--- config.mk ---
export PLATFORM = sky130hd
export DESIGN_NAME = stack_burst_reverser
export DESIGN_NICKNAME = d
export VERILOG_FILES = /design/src/rtl/stack_rev_pkg.sv /design/src/rtl/stack_burst_reverser_lifo.sv /design/src/rtl/stack_burst_reverser.sv
export SDC_FILE = /design/constraint.sdc
export NUM_CORES = 1
export LEC_CHECK = 0
export ABC_CLOCK_PERIOD_IN_PS = 4100
export BUFFER_PORTS_ARGS = -buffer_cell sky130_fd_sc_hd__buf_2
export CAP_MARGIN = 5
export CORE_MARGIN = 8
export CORE_UTILIZATION = 25
export DETAILED_ROUTE_END_ITERATION = 12
export SYNTH_ARGS = -nofsm -noshare
export SYNTH_HDL_FRONTEND = slang
export SYNTH_SLANG_ARGS = --single-unit
--- constraint.sdc ---
create_clock -name clk -period 4.1 [get_ports clk]
set_input_delay 0.82 -clock clk [delete_from_list [all_inputs] [get_ports clk]]
set_output_delay 0.82 -clock clk [all_outputs]
set_load 0.03 [all_outputs]
--- src/rtl/stack_rev_pkg.sv ---
`default_nettype none
// +-------------------------------------------------------------------+
// | stack_rev_pkg : shared types and sizing helper for burst reverser |
// | Revision 1.0                                                      |
// +-------------------------------------------------------------------+
package stack_rev_pkg;

    typedef enum logic [0:0] {
        S_FILL  = 1'b0,
        S_DRAIN = 1'b1
    } rev_state_t;

    function automatic int cnt_w(input int depth);
        return $clog2(depth + 1);
    endfunction

endpackage
`default_nettype wire

--- src/rtl/stack_burst_reverser_lifo.sv ---
`default_nettype none
// +-------------------------------------------------------------------+
// | lifo : register-file stack, top of stack presented on popData     |
// | Revision 1.0                                                      |
// +-------------------------------------------------------------------+
module lifo
    import stack_rev_pkg::*;
#(
    parameter int bW = 8,
    parameter int eC = 16
) (
    input  logic          clk,
    input  logic          rst,
    input  logic          push,
    input  logic [bW-1:0] pushData,
    input  logic          pop,
    output logic [bW-1:0] popData,
    output logic          full,
    output logic          empty
);

    localparam int CW = cnt_w(eC);
    localparam int AW = (eC > 1) ? $clog2(eC) : 1;
    localparam logic [CW-1:0] C_DEPTH = CW'(eC);
    localparam logic [CW-1:0] C_ZERO  = '0;
    localparam logic [CW-1:0] C_ONE   = CW'(1);

    logic [bW-1:0] r_mem [eC];
    logic [CW-1:0] r_ptr;
    logic [CW-1:0] w_top;
    logic [AW-1:0] w_wr_idx;
    logic [AW-1:0] w_rd_idx;

    assign w_top    = r_ptr - C_ONE;
    assign w_wr_idx = AW'(r_ptr);
    assign w_rd_idx = AW'(w_top);

    always_ff @(posedge clk) begin
        if (rst) begin
            r_ptr <= C_ZERO;
        end else if (push && !full) begin
            r_ptr <= r_ptr + C_ONE;
        end else if (pop && !empty) begin
            r_ptr <= w_top;
        end
    end

    // Storage needs no reset: a word is only ever read after it was pushed.
    always_ff @(posedge clk) begin
        if (push && !full) begin
            r_mem[w_wr_idx] <= pushData;
        end
    end

    assign popData = r_mem[w_rd_idx];
    assign full    = (r_ptr == C_DEPTH);
    assign empty   = (r_ptr == C_ZERO);

endmodule
`default_nettype wire

--- src/rtl/stack_burst_reverser.sv ---
`default_nettype none
// +-------------------------------------------------------------------+
// | stack_burst_reverser : stacks each input burst (or eC-word chunk) |
// | and replays it in reverse order. Revision 1.0                     |
// +-------------------------------------------------------------------+
module stack_burst_reverser
    import stack_rev_pkg::*;
#(
    parameter int bW = 8,
    parameter int eC = 16
) (
    input  logic          clk,
    input  logic          rst,
    input  logic [bW-1:0] inData,
    input  logic          inValid,
    input  logic          inLast,
    output logic          inReady,
    output logic [bW-1:0] outData,
    output logic          outValid,
    output logic          outLast,
    input  logic          outReady,
    output logic          split
);

    localparam int CW = cnt_w(eC);
    localparam logic [CW-1:0] C_DEPTH = CW'(eC);
    localparam logic [CW-1:0] C_LAST  = CW'(eC - 1);
    localparam logic [CW-1:0] C_ZERO  = '0;
    localparam logic [CW-1:0] C_ONE   = CW'(1);

    rev_state_t    r_state;
    rev_state_t    w_state_nxt;
    logic [CW-1:0] r_cnt;

    logic          w_push;
    logic          w_pop;
    logic          w_in_ready;
    logic          w_out_valid;
    logic          w_out_last;
    logic          w_split;
    logic [bW-1:0] w_pop_data;
    logic          w_full;
    logic          w_empty;

    always_ff @(posedge clk) begin
        if (rst) begin
            r_state <= S_FILL;
        end else begin
            r_state <= w_state_nxt;
        end
    end

    always_comb begin
        w_state_nxt = r_state;
        w_in_ready  = 1'b0;
        w_push      = 1'b0;
        w_out_valid = 1'b0;
        w_out_last  = 1'b0;
        w_pop       = 1'b0;
        w_split     = 1'b0;
        case (r_state)
            S_FILL: begin
                w_in_ready = (r_cnt < C_DEPTH);
                w_push     = inValid & w_in_ready;
                if (w_push) begin
                    if (inLast) begin
                        w_state_nxt = S_DRAIN;
                    end else if (r_cnt == C_LAST) begin
                        // Stack is about to fill: close this chunk early.
                        w_state_nxt = S_DRAIN;
                        w_split     = 1'b1;
                    end
                end
            end
            S_DRAIN: begin
                w_out_valid = 1'b1;
                w_out_last  = (r_cnt == C_ONE);
                w_pop       = w_out_valid & outReady;
                if (w_pop && w_out_last) begin
                    w_state_nxt = S_FILL;
                end
            end
            default: begin
                w_state_nxt = S_FILL;
            end
        endcase
        // Reset is synchronous, so the registered state may still be stale
        // during the reset cycle; keep every handshake quiet regardless.
        if (rst) begin
            w_in_ready  = 1'b0;
            w_push      = 1'b0;
            w_out_valid = 1'b0;
            w_out_last  = 1'b0;
            w_pop       = 1'b0;
            w_split     = 1'b0;
        end
    end

    always_ff @(posedge clk) begin
        if (rst) begin
            r_cnt <= C_ZERO;
        end else if (w_push) begin
            r_cnt <= r_cnt + C_ONE;
        end else if (w_pop) begin
            r_cnt <= r_cnt - C_ONE;
        end
    end

    lifo #(
        .bW (bW),
        .eC (eC)
    ) u_lifo (
        .clk      (clk),
        .rst      (rst),
        .push     (w_push),
        .pushData (inData),
        .pop      (w_pop),
        .popData  (w_pop_data),
        .full     (w_full),
        .empty    (w_empty)
    );

    assign inReady  = w_in_ready;
    assign outValid = w_out_valid;
    assign outLast  = w_out_last;
    assign outData  = w_pop_data;
    assign split    = w_split;

    always_ff @(posedge clk) begin
        if (!rst) begin
            assert (w_full == (r_cnt == C_DEPTH))
                else $error("lifo full flag disagrees with occupancy");
            assert (w_empty == (r_cnt == C_ZERO))
                else $error("lifo empty flag disagrees with occupancy");
            assert (!(w_push && w_pop))
                else $error("push and pop in the same cycle");
            assert ((r_state != S_DRAIN) || (r_cnt != C_ZERO))
                else $error("drain state with empty stack");
        end
    end

endmodule
`default_nettype wire

==> results.toml <==
[finish]
drive_gt1_share_pct = 28.1
fin_area_um2 = 6930
final_nets = 377
final_common_cell = "edfxtp_1"
antennaDiodeCount = 0
layout_common_cells = "128 x edfxtp_1, 32 x mux4_2, 24 x buf_2, 17 x clkbuf_16, 14 x a21oi_1"
area_growth_pct = 18.0
final_util_pct = 29.8

[setup_path]
path_max_fanout = 16
critPathLaunchType = "register"
crit_chain = "inv_1 > ha_1 > buf_4 > mux4_2 > a211oi_1 > a21oi_1 > buf_2"
arrival_ns = 2.85
slowest_stage = "ha_1"
cp_data_required_time_ns = 3.28
cp_slowest_stage_delay_ns = 0.78
critical_path_class = "register to output port"
endpoint_kind = "output port"

[placed_design]
port_buffers = 24
globalplace.congestion = 0.744
dpl.hpwl_um = 7820
placed_area_um2 = 6330

[clocking]
root_buffer = "clkbuf_16"
cts-buffers-inserted = 17
cts_hold_buffers = 0
cts_sinks = 139
cts_setup_buffers = 0
htree_levels = 4
cts_tree = "yes"
clockBufferDepth = 2
cts_resized = 0
clk_latency_ns = 0.42
clkTransAtPathRegs_ns = 0.06

[drt]
wl_met1_um = 5690
vias_per_cell = 4.36
remaining_drc_errors = 0
wl_um = 12300
routed-via-count = 2993
wl_per_cell_um = 18.0
drt_iter0_drc = 238
met2_length_um = 5950
dr_wl_met3_um = 496
top_layer_used = "met5"
ant_nets = 0
drtPass1Iterations = 5

[synthesis]
synth_edf_count = 128
yosys.area.top_type_share_pct = 65.4
synthXorXnorAreaFrac_pct = 0.895
synth_ff_type = "edfxtp_1"
synth_compound_area_share_pct = 4.18
ys_seq_area_share_pct = 69.2
synthesis.area_um2 = 5870
synth_top_family_by_area = "multiplexers"
synth_area_leaders = "edfxtp_1 65%, mux4_2 12%, dfxtp_1 3.7%"
syn_nets = 342
yosys.area.top_type = "edfxtp_1"
synthAdderAreaFrac_pct = 1.92
synthSimpleGateAreaFrac_pct = 7.12
postSynth.asyncResetShare_pct = 0
synth_seq_cells = 139
synthCells = 320
synthesis.area_per_instance_um2 = 18.4
ys_warn_count = 0
synth.area.mux_share_pct = 14.1
ys_types = 46

[timing]
fin_worst_skew_ns = 0.0111
drv_slew = 0
max_freq_mhz = 272
hold_slack_ns = 0.591
tightest_slew_ns = 0.737
setup_viol = 0
period_share_pct = 89.6
finalSetupTns_ns = 0
rsz0062_at_grt = "false"
hold_violations = 0
period_needed_ns = 3.67
relSlewSlack_pct = 50.9

[power]
powerDensity_nw_per_um2 = 529
ir_drop_mv = 0.310
p_leak_uw = 0.00222

[global_route]
grt-ovfl-total = 0
grt_use_total_pct = 8.98
grt_max_degree = 39
antenna_found_initial = 1
grt_pass1_vias = 3078
grt_first_pass_wirelength_um = 18800

[flow_run]
drv_cap = 0

[hold_path]
hold_path_class = "register to register"

[floorplanning]
fp.dieH_um = 169
die_area_um2 = 28700
io-pin-count = 25
start_util_pct = 25.2
die_w_um = 169
row_count = 56
coreArea_um2 = 23300

[outcome]
status = "complete, no violations"
## final timing paths
check / from / to / slack [ns] / cells after the start
setup / recovery: u_lifo.r_ptr[1]$_SDFFE_PP0P_ / outData[1] / 0.43 / 7
hold / removal: r_cnt[3]$_SDFFE_PP0P_ / r_cnt[3]$_SDFFE_PP0P_ / 0.59 / 2
setup reg to reg: r_state$_SDFF_PP0_ / u_lifo.r_mem[2][2]$_DFFE_PP_ / 1.69 / 3
hold reg to reg: r_cnt[3]$_SDFFE_PP0P_ / r_cnt[3]$_SDFFE_PP0P_ / 0.59 / 2
## Yosys cell counts, drive strengths merged, types with 2 or more instances
library cell	count
and3	7
and2	12
nand2	4
buf	12
a21oi	14
nand2b	2
mux4	32
nand3	5
mux2	2
ha	9
nor3	5
dfxtp	11
o21ai	2
mux2i	8
a211oi	10
inv	5
xnor2	3
edfxtp	128
clkbuf	5
xor2	3
nor2	11
or4b	2
nor2b	10
## cell families (layout without fill, tap and decap cells)
| logic type | Yosys count | count (layout) |
|---|---|---|
| buffers and inverters | 22 | 69 |
| DFF | 139 | 139 |
| muxes | 42 | 42 |
| AOI/OAI and AO/OA | 35 | 35 |
| and+or+nand+nor | 67 | 67 |
| xor gates and xnor gates | 6 | 6 |
| adders and majority gates | 9 | 9 |
## layer usage
layer | vias up | track usage [%]
met5 | - | 0
met4 | 2 | 3.12
met3 | 15 | 3.21
met2 | 69 | 14.2
met1 | 1550 | 11.2
li1 | 1357 | -
## where the power goes
group          switching (µW)  leakage [µW]  internal, µW  total [µW]
sequential               20.5       0.00124          1570        1590
combinational             327      0.000692           204         532
clock                     585      0.000281           957        1540
## metrics by stage
stage,instances,power (µW),worst slack (ns)
after floorplan,320,2000,0.804
after global placement,655,2150,0.873
after detailed placement,655,2160,0.801
after CTS,686,3700,0.366
after global routing,686,3790,0.259
final,686,3670,0.426
## flip-flops by register name, summed over array words and instances, names as in the netlist
name,count
r_cnt,5
u_lifo.r_ptr,5
r_state,1
u_lifo.r_mem,128
## final cells by class
type	instances	area [µm²]
Fill cell	2324	16300
Sequential cell	139	4070
Multi-Input combinational cell	159	1660
Clock buffer	18	429
Tap cell	319	399
Timing Repair Buffer	33	188
Clock inverter	13	169
Inverter	5	18.8
## worst max-delay path: cells and delay by family (launching register included)
kind	cells	cell delay (ns)
AO/OA/AOI/OAI	2	0.39
adder cells (fa/ha/maj)	1	0.78
buffers and inverters	3	0.56
flip-flops	1	0.42
multiplexers	1	0.29
(Power assumes the default switching activity.)
